===== config.mk =====
export PLATFORM = sky130hd
export DESIGN_NAME = ob_cntrl_mk_exec
export DESIGN_NICKNAME = d
export VERILOG_FILES = /design/src/rtl/ob_cntrl_mk_exec.sv
export SDC_FILE = /design/constraint.sdc
export NUM_CORES = 1
export LEC_CHECK = 0
export ABC_CLOCK_PERIOD_IN_PS = 9760
export CAP_MARGIN = 20
export CORE_MARGIN = 2
export CORE_UTILIZATION = 44
export DETAILED_ROUTE_END_ITERATION = 10
export GPL_TIMING_DRIVEN = 0
export PLACE_DENSITY = 0.82
export SYNTH_ARGS = -nofsm -noshare
export SYNTH_HDL_FRONTEND = slang
export SYNTH_SLANG_ARGS = --single-unit

===== constraint.sdc =====
create_clock -name clk -period 9.76 [get_ports clk]
set_input_delay 2.928 -clock clk [delete_from_list [all_inputs] [get_ports clk]]
set_output_delay 2.928 -clock clk [all_outputs]
set_load 0.03 [all_outputs]

===== src/rtl/ob_cntrl_mk_exec.sv =====
// Market-order execution controller: query the trade decision block, emit a trade record,
// then strobe queue pops / head updates. Optional counters via OB_CNTRL_MK_EXEC_STATS_EN.
module ob_cntrl_mk_exec #(
   parameter int UID_W      = 32,
   parameter int PRICE_W    = 20,
   parameter int QUANTITY_W = 16,
   parameter int MAX_TRADES = 0,
   parameter int CNT_W      = 16
) (
   input  logic                  clk,
   input  logic                  rst_n,
   input  logic                  en,
   output logic                  trade_qry,
   input  logic                  trade_vld_r,
   input  logic                  trade_mk_ask_lm_bid,
   input  logic                  trade_lm_ask_mk_bid,
   input  logic                  trade_mk_ask_mk_bid,
   input  logic [UID_W-1:0]      trade_ask_uid,
   input  logic [UID_W-1:0]      trade_bid_uid,
   input  logic [PRICE_W-1:0]    trade_ask_price,
   input  logic [PRICE_W-1:0]    trade_bid_price,
   input  logic                  trade_ask_consumed,
   input  logic                  trade_bid_consumed,
   input  logic [QUANTITY_W-1:0] trade_quantity,
   input  logic [QUANTITY_W-1:0] trade_remainder,
   output logic                  rsp_vld,
   input  logic                  rsp_rdy,
   output logic [UID_W-1:0]      rsp_ask_uid,
   output logic [UID_W-1:0]      rsp_bid_uid,
   output logic [PRICE_W-1:0]    rsp_price,
   output logic [QUANTITY_W-1:0] rsp_quantity,
   output logic                  mk_ask_pop,
   output logic                  mk_bid_pop,
   output logic                  lm_ask_pop,
   output logic                  lm_bid_pop,
   output logic                  mk_ask_upd,
   output logic                  mk_bid_upd,
   output logic                  lm_ask_upd,
   output logic                  lm_bid_upd,
   output logic [QUANTITY_W-1:0] upd_quantity,
   output logic                  busy,
   output logic                  done,
   output logic                  err_r
`ifdef OB_CNTRL_MK_EXEC_STATS_EN
   ,
   output logic [31:0]           stat_trades_r,
   output logic [47:0]           stat_quantity_r
`endif
);

   typedef enum logic [2:0] {S_IDLE, S_QRY, S_WAIT, S_EMIT, S_UPD, S_SETTLE} state_t;

   localparam logic [CNT_W-1:0] MAX_CNT = CNT_W'(MAX_TRADES);

   state_t                  state_q, state_d;
   logic [CNT_W-1:0]        cnt_q, cnt_d;
   logic                    err_q, err_d;
   logic                    capture;
   logic                    upd_en;
   logic                    legal;
   logic [UID_W-1:0]        ask_uid_q, bid_uid_q;
   logic [PRICE_W-1:0]      price_q;
   logic [QUANTITY_W-1:0]   qty_q, rem_q;
   logic                    ask_c_q, bid_c_q;
   logic                    ask_mk_q, bid_mk_q;

   assign legal = $onehot({trade_mk_ask_lm_bid, trade_lm_ask_mk_bid, trade_mk_ask_mk_bid})
                  && (trade_ask_consumed || trade_bid_consumed);

   always_comb begin
      state_d   = state_q;
      cnt_d     = cnt_q;
      err_d     = err_q;
      capture   = 1'b0;
      upd_en    = 1'b0;
      trade_qry = 1'b0;
      rsp_vld   = 1'b0;
      done      = 1'b0;
      case (state_q)
         S_IDLE: begin
            if (en) begin
               state_d = S_QRY;
               cnt_d   = '0;
            end
         end
         S_QRY: begin
            trade_qry = 1'b1;
            state_d   = S_WAIT;
         end
         S_WAIT: begin
            if (!trade_vld_r) begin
               done    = 1'b1;
               state_d = S_IDLE;
            end else if (!legal) begin
               err_d   = 1'b1;
               done    = 1'b1;
               state_d = S_IDLE;
            end else begin
               capture = 1'b1;
               state_d = S_EMIT;
            end
         end
         S_EMIT: begin
            rsp_vld = 1'b1;
            if (rsp_rdy) state_d = S_UPD;
         end
         S_UPD: begin
            upd_en  = 1'b1;
            if (cnt_q != '1) cnt_d = cnt_q + CNT_W'(1);
            state_d = S_SETTLE;
         end
         S_SETTLE: begin
            if (!en || (MAX_TRADES != 0 && cnt_q == MAX_CNT)) begin
               done    = 1'b1;
               state_d = S_IDLE;
            end else begin
               state_d = S_QRY;
            end
         end
         default: state_d = S_IDLE;
      endcase
   end

   always_ff @(posedge clk) begin
      if (!rst_n) begin
         state_q   <= S_IDLE;
         cnt_q     <= '0;
         err_q     <= 1'b0;
         ask_uid_q <= '0;
         bid_uid_q <= '0;
         price_q   <= '0;
         qty_q     <= '0;
         rem_q     <= '0;
         ask_c_q   <= 1'b0;
         bid_c_q   <= 1'b0;
         ask_mk_q  <= 1'b0;
         bid_mk_q  <= 1'b0;
      end else begin
         state_q <= state_d;
         cnt_q   <= cnt_d;
         err_q   <= err_d;
         if (capture) begin
            ask_uid_q <= trade_ask_uid;
            bid_uid_q <= trade_bid_uid;
            // The execution price is always taken from the limit side when one exists.
            price_q   <= trade_mk_ask_lm_bid ? trade_bid_price : trade_ask_price;
            qty_q     <= trade_quantity;
            rem_q     <= trade_remainder;
            ask_c_q   <= trade_ask_consumed;
            bid_c_q   <= trade_bid_consumed;
            ask_mk_q  <= !trade_lm_ask_mk_bid;
            bid_mk_q  <= !trade_mk_ask_lm_bid;
         end
      end
   end

   assign rsp_ask_uid  = ask_uid_q;
   assign rsp_bid_uid  = bid_uid_q;
   assign rsp_price    = price_q;
   assign rsp_quantity = qty_q;
   assign busy         = (state_q != S_IDLE);
   assign err_r        = err_q;

   assign mk_ask_pop = upd_en &&  ask_mk_q &&  ask_c_q;
   assign lm_ask_pop = upd_en && !ask_mk_q &&  ask_c_q;
   assign mk_ask_upd = upd_en &&  ask_mk_q && !ask_c_q;
   assign lm_ask_upd = upd_en && !ask_mk_q && !ask_c_q;
   assign mk_bid_pop = upd_en &&  bid_mk_q &&  bid_c_q;
   assign lm_bid_pop = upd_en && !bid_mk_q &&  bid_c_q;
   assign mk_bid_upd = upd_en &&  bid_mk_q && !bid_c_q;
   assign lm_bid_upd = upd_en && !bid_mk_q && !bid_c_q;
   assign upd_quantity = (upd_en && !(ask_c_q && bid_c_q)) ? rem_q : '0;

`ifdef OB_CNTRL_MK_EXEC_STATS_EN
   logic [31:0] stat_trades_q;
   logic [47:0] stat_qty_q;

   always_ff @(posedge clk) begin
      if (!rst_n) begin
         stat_trades_q <= '0;
         stat_qty_q    <= '0;
      end else if (upd_en) begin
         if (stat_trades_q != '1) stat_trades_q <= stat_trades_q + 32'd1;
         stat_qty_q <= stat_qty_q + 48'(qty_q);
      end
   end

   assign stat_trades_r   = stat_trades_q;
   assign stat_quantity_r = stat_qty_q;
`endif

endmodule


==> qor.yml <==
insertion_delay_ns: 0.42
max_cap_violations: 0
diodes: 0
ys_ff_latch: 124
status: "finished, final reports clean"
postSynthAreaPerCell_sq_um: 8.85
final.min_clock_period_ns: 8.66
vias: 6632
power.density_nw_per_um2: 154
ios: 275
synth_area_sq_um: 5640
layout.nets: 1076
end_kind: "primary output"
rows: 41
clockBufferDepth: 2
first_pass_iters: 7
fp.coreArea_sq_um: 12600
routedWlPerCell_microns: 19.1
crit_arrival_ns: 5.73
fin_crit_sh_pct: 88.7
clockRootBuffer: "clkbuf_16"
synthDistinctLibCells: 39
drive_above_1_share_pct: 6.90
hp-start: "rem_q[6]"
cts_sinks: 124
cpPeakStageDelay_ns: 0.61
finalPower_w: 0.00142
fp.dieArea_sq_um: 13700
avgViaCountPerCell: 5.95
fin_setup_tns_ns: 0
reg2reg_to: "rsp_ask_uid[23]"
hold_path_class: "reg2reg"
reg2reg_slack_ns: 7.92
cts_made_buffers: 17
routabilityCongestion: 0.897
crit_path_end: "done"
drt_iter0_drc: 688
hold_viol: 0
grt_max_degree: 17
clk_pin_slew_ns: 0.05
drc: 0
synthCells: 637
fmax_mhz: 116
cts_hold_buffers: 0
grt_pass1_wl_mm: 32.2
initial_utilization_pct: 44.9
yosysSeqAreaShare_pct: 44.0
critical_path_class: "in2out"
htreeDepth: 4
slowest_stage: "clkdlybuf4s50_1"
rsz0062_at_grt: "false"
grt_pass1_vias: 6385
fill_cells: 942
io_buffers: 273
skew_ns: 0.00482
die_w_microns: 117
ant_nets: 0
drt-total-wl_mm: 21.3
synth_warnings: 0
gr-total-overflow: 0
peakVddDrop_uv: 113
area_delta_synth_final_pct: 63.8
tightest_slew_ns: 0.670
track_usage_pct: 30.2
ff2ff_path_depth: 5
die_height_microns: 117
worstPathCellList: "clkbuf_1 -> buf_2 -> inv_1 -> fa_1 -> nor2b_1 -> clkbuf_1 -> buf_1 -> nand3_1 -> a22o_1 -> clkdlybuf4s50_1"
dp_hpwl_mm: 15.4
startpoint_type: "primary input"
antenna_found_initial: 0
cts_tree: "yes"
critical_path.most_common_cell: "clkbuf_1"
cp.required_ns: 6.83
finalSetupViolations: 0
slew_viol_final: 0
crit_path_max_fanout: 10
relSlewSlack_pct: 55.3
r2r-start: "state_q[0]"
crit_start: "trade_mk_ask_lm_bid"
leakagePower_nw: 3.04
syn-num-nets: 784
cts_setup_buffers: 0
cts_resized: 0
[per-layer routing]
metal  share of wire (%)  GRT usage (%)  wire length [microns]  up-vias
met5                   0              0                      0        -
met4                 2.6           12.1                    552        0
met3                 6.9           6.80                   1470       46
met2                  50           52.0                  10700      334
met1                  40           36.5                   8580     3163
li1                    -              -                      -     3089
[critical path, delay by kind of cell]
| kind | cells | cell delay [ns] |
|---|---|---|
| AO/OA/AOI/OAI | 1 | 0.20 |
| adder cells (fa/ha/maj) | 1 | 0.51 |
| buffers and inverters | 6 | 1.83 |
| AND/OR/NAND/NOR | 2 | 0.25 |
[final cells by class]
type	instances	area (sq um)	area share, %
clock buffer	19	453	4.91
buffer	95	404	4.38
sequential	124	2480	26.9
timing repair buffer	273	2730	29.6
tap	172	215	2.33
multi-input combinational	414	2740	29.6
clock inverter	13	195	2.11
inverter	4	15.0	0.163
[synthesized netlist by cell type]
master | count | area share [%]
o21ai_0 | 1 | 0.089
nand3_1 | 3 | 0.27
a21oi_1 | 100 | 8.9
buf_4 | 2 | 0.27
nor3b_1 | 6 | 0.80
nand4_1 | 96 | 11
nor2_1 | 2 | 0.13
a21boi_0 | 1 | 0.13
buf_6 | 1 | 0.20
clkbuf_1 | 52 | 3.5
mux2i_1 | 20 | 3.6
nor2_2 | 1 | 0.11
a211oi_1 | 22 | 2.9
inv_1 | 4 | 0.27
o31a_1 | 1 | 0.16
or3b_1 | 1 | 0.16
o32ai_1 | 1 | 0.16
nor3_1 | 2 | 0.18
a31oi_1 | 22 | 2.4
and2_1 | 16 | 1.8
nand4bb_1 | 1 | 0.20
fa_1 | 1 | 0.36
or3_1 | 1 | 0.11
buf_2 | 26 | 2.3
o21a_1 | 2 | 0.27
nand2_1 | 3 | 0.20
or2_1 | 1 | 0.11
and3b_1 | 1 | 0.16
nand2b_1 | 1 | 0.11
nor2b_1 | 3 | 0.33
a32o_1 | 1 | 0.18
buf_1 | 14 | 0.93
a21oi_4 | 1 | 0.29
and3_1 | 2 | 0.22
o31ai_1 | 98 | 13
dfxtp_1 | 124 | 44
nor3_2 | 1 | 0.18
a22o_1 | 1 | 0.16
and4bb_2 | 1 | 0.22
[through the flow]
stage	setup slack [ns]	instance area, sq um	hold slack [ns]	cells	utilization (%)
finish	1.10	9230	0.465	1114	73.5
global route	0.917	9230	0.482	1114	73.5
CTS	1.12	9230	0.465	1114	73.5
detailed placement	1.15	8590	0.458	1082	68.3
global placement	1.18	8590	0.451	1082	68.3
floorplan	1.97	5640	0.444	637	-
[cell families (layout without fill, tap and decap cells)]
group           Yosys count  count (layout)  synth area share [%]
compound gates          251             251                  28.7
simple gates            142             142                  15.9
mux                      20              20                  3.55
fa+ha+maj                 1               1                 0.355
flops                   124             124                  44.0
buf+inv                  99             404                  7.43
[flip-flops by register name (all words and copies together) (netlist names)]
signal,count
bid_mk_q,1
rsp_bid_uid,32
rsp_ask_uid,32
bid_c_q,1
state_q,3
ask_c_q,1
rsp_quantity,16
rsp_price,20
ask_mk_q,1
rem_q,16
err_r,1
[worst min path at each step]
stage                                 end  slack (ns)  cells after the start
after detailed placement         rem_q[6]        0.46                      2
after global placement              err_r        0.45                      1
after CTS                        rem_q[6]        0.47                      2
after floorplan                  rem_q[0]        0.44                      2
after global routing      rsp_quantity[1]        0.48                      2
final                            rem_q[6]        0.47                      2
[cells in the final DEF (no fill, tap or decap), drive strengths merged, types with 3 or more instances in the layout]
master and instances:
o31ai 98, a21oi 101, a211oi 22, and2 16
clkbuf 71, bufinv 5, clkinv 6, inv 4
dfxtp 124, nor3 3, nand4 96, nor2 3
nor3b 6, nand3 3, mux2i 20, buf 43
nand2 3, clkdlybuf4s50 273, nor2b 3, a31oi 22
[power by group]
| group | switching, W | internal (W) |
|---|---|---|
| sequential | 0.00000398 | 0.000513 |
| combinational | 0.000124 | 0.0000907 |
| clock | 0.000229 | 0.000463 |
| total | 0.000357 | 0.00107 |
Note: power is estimated with default switching activity, not from simulation.
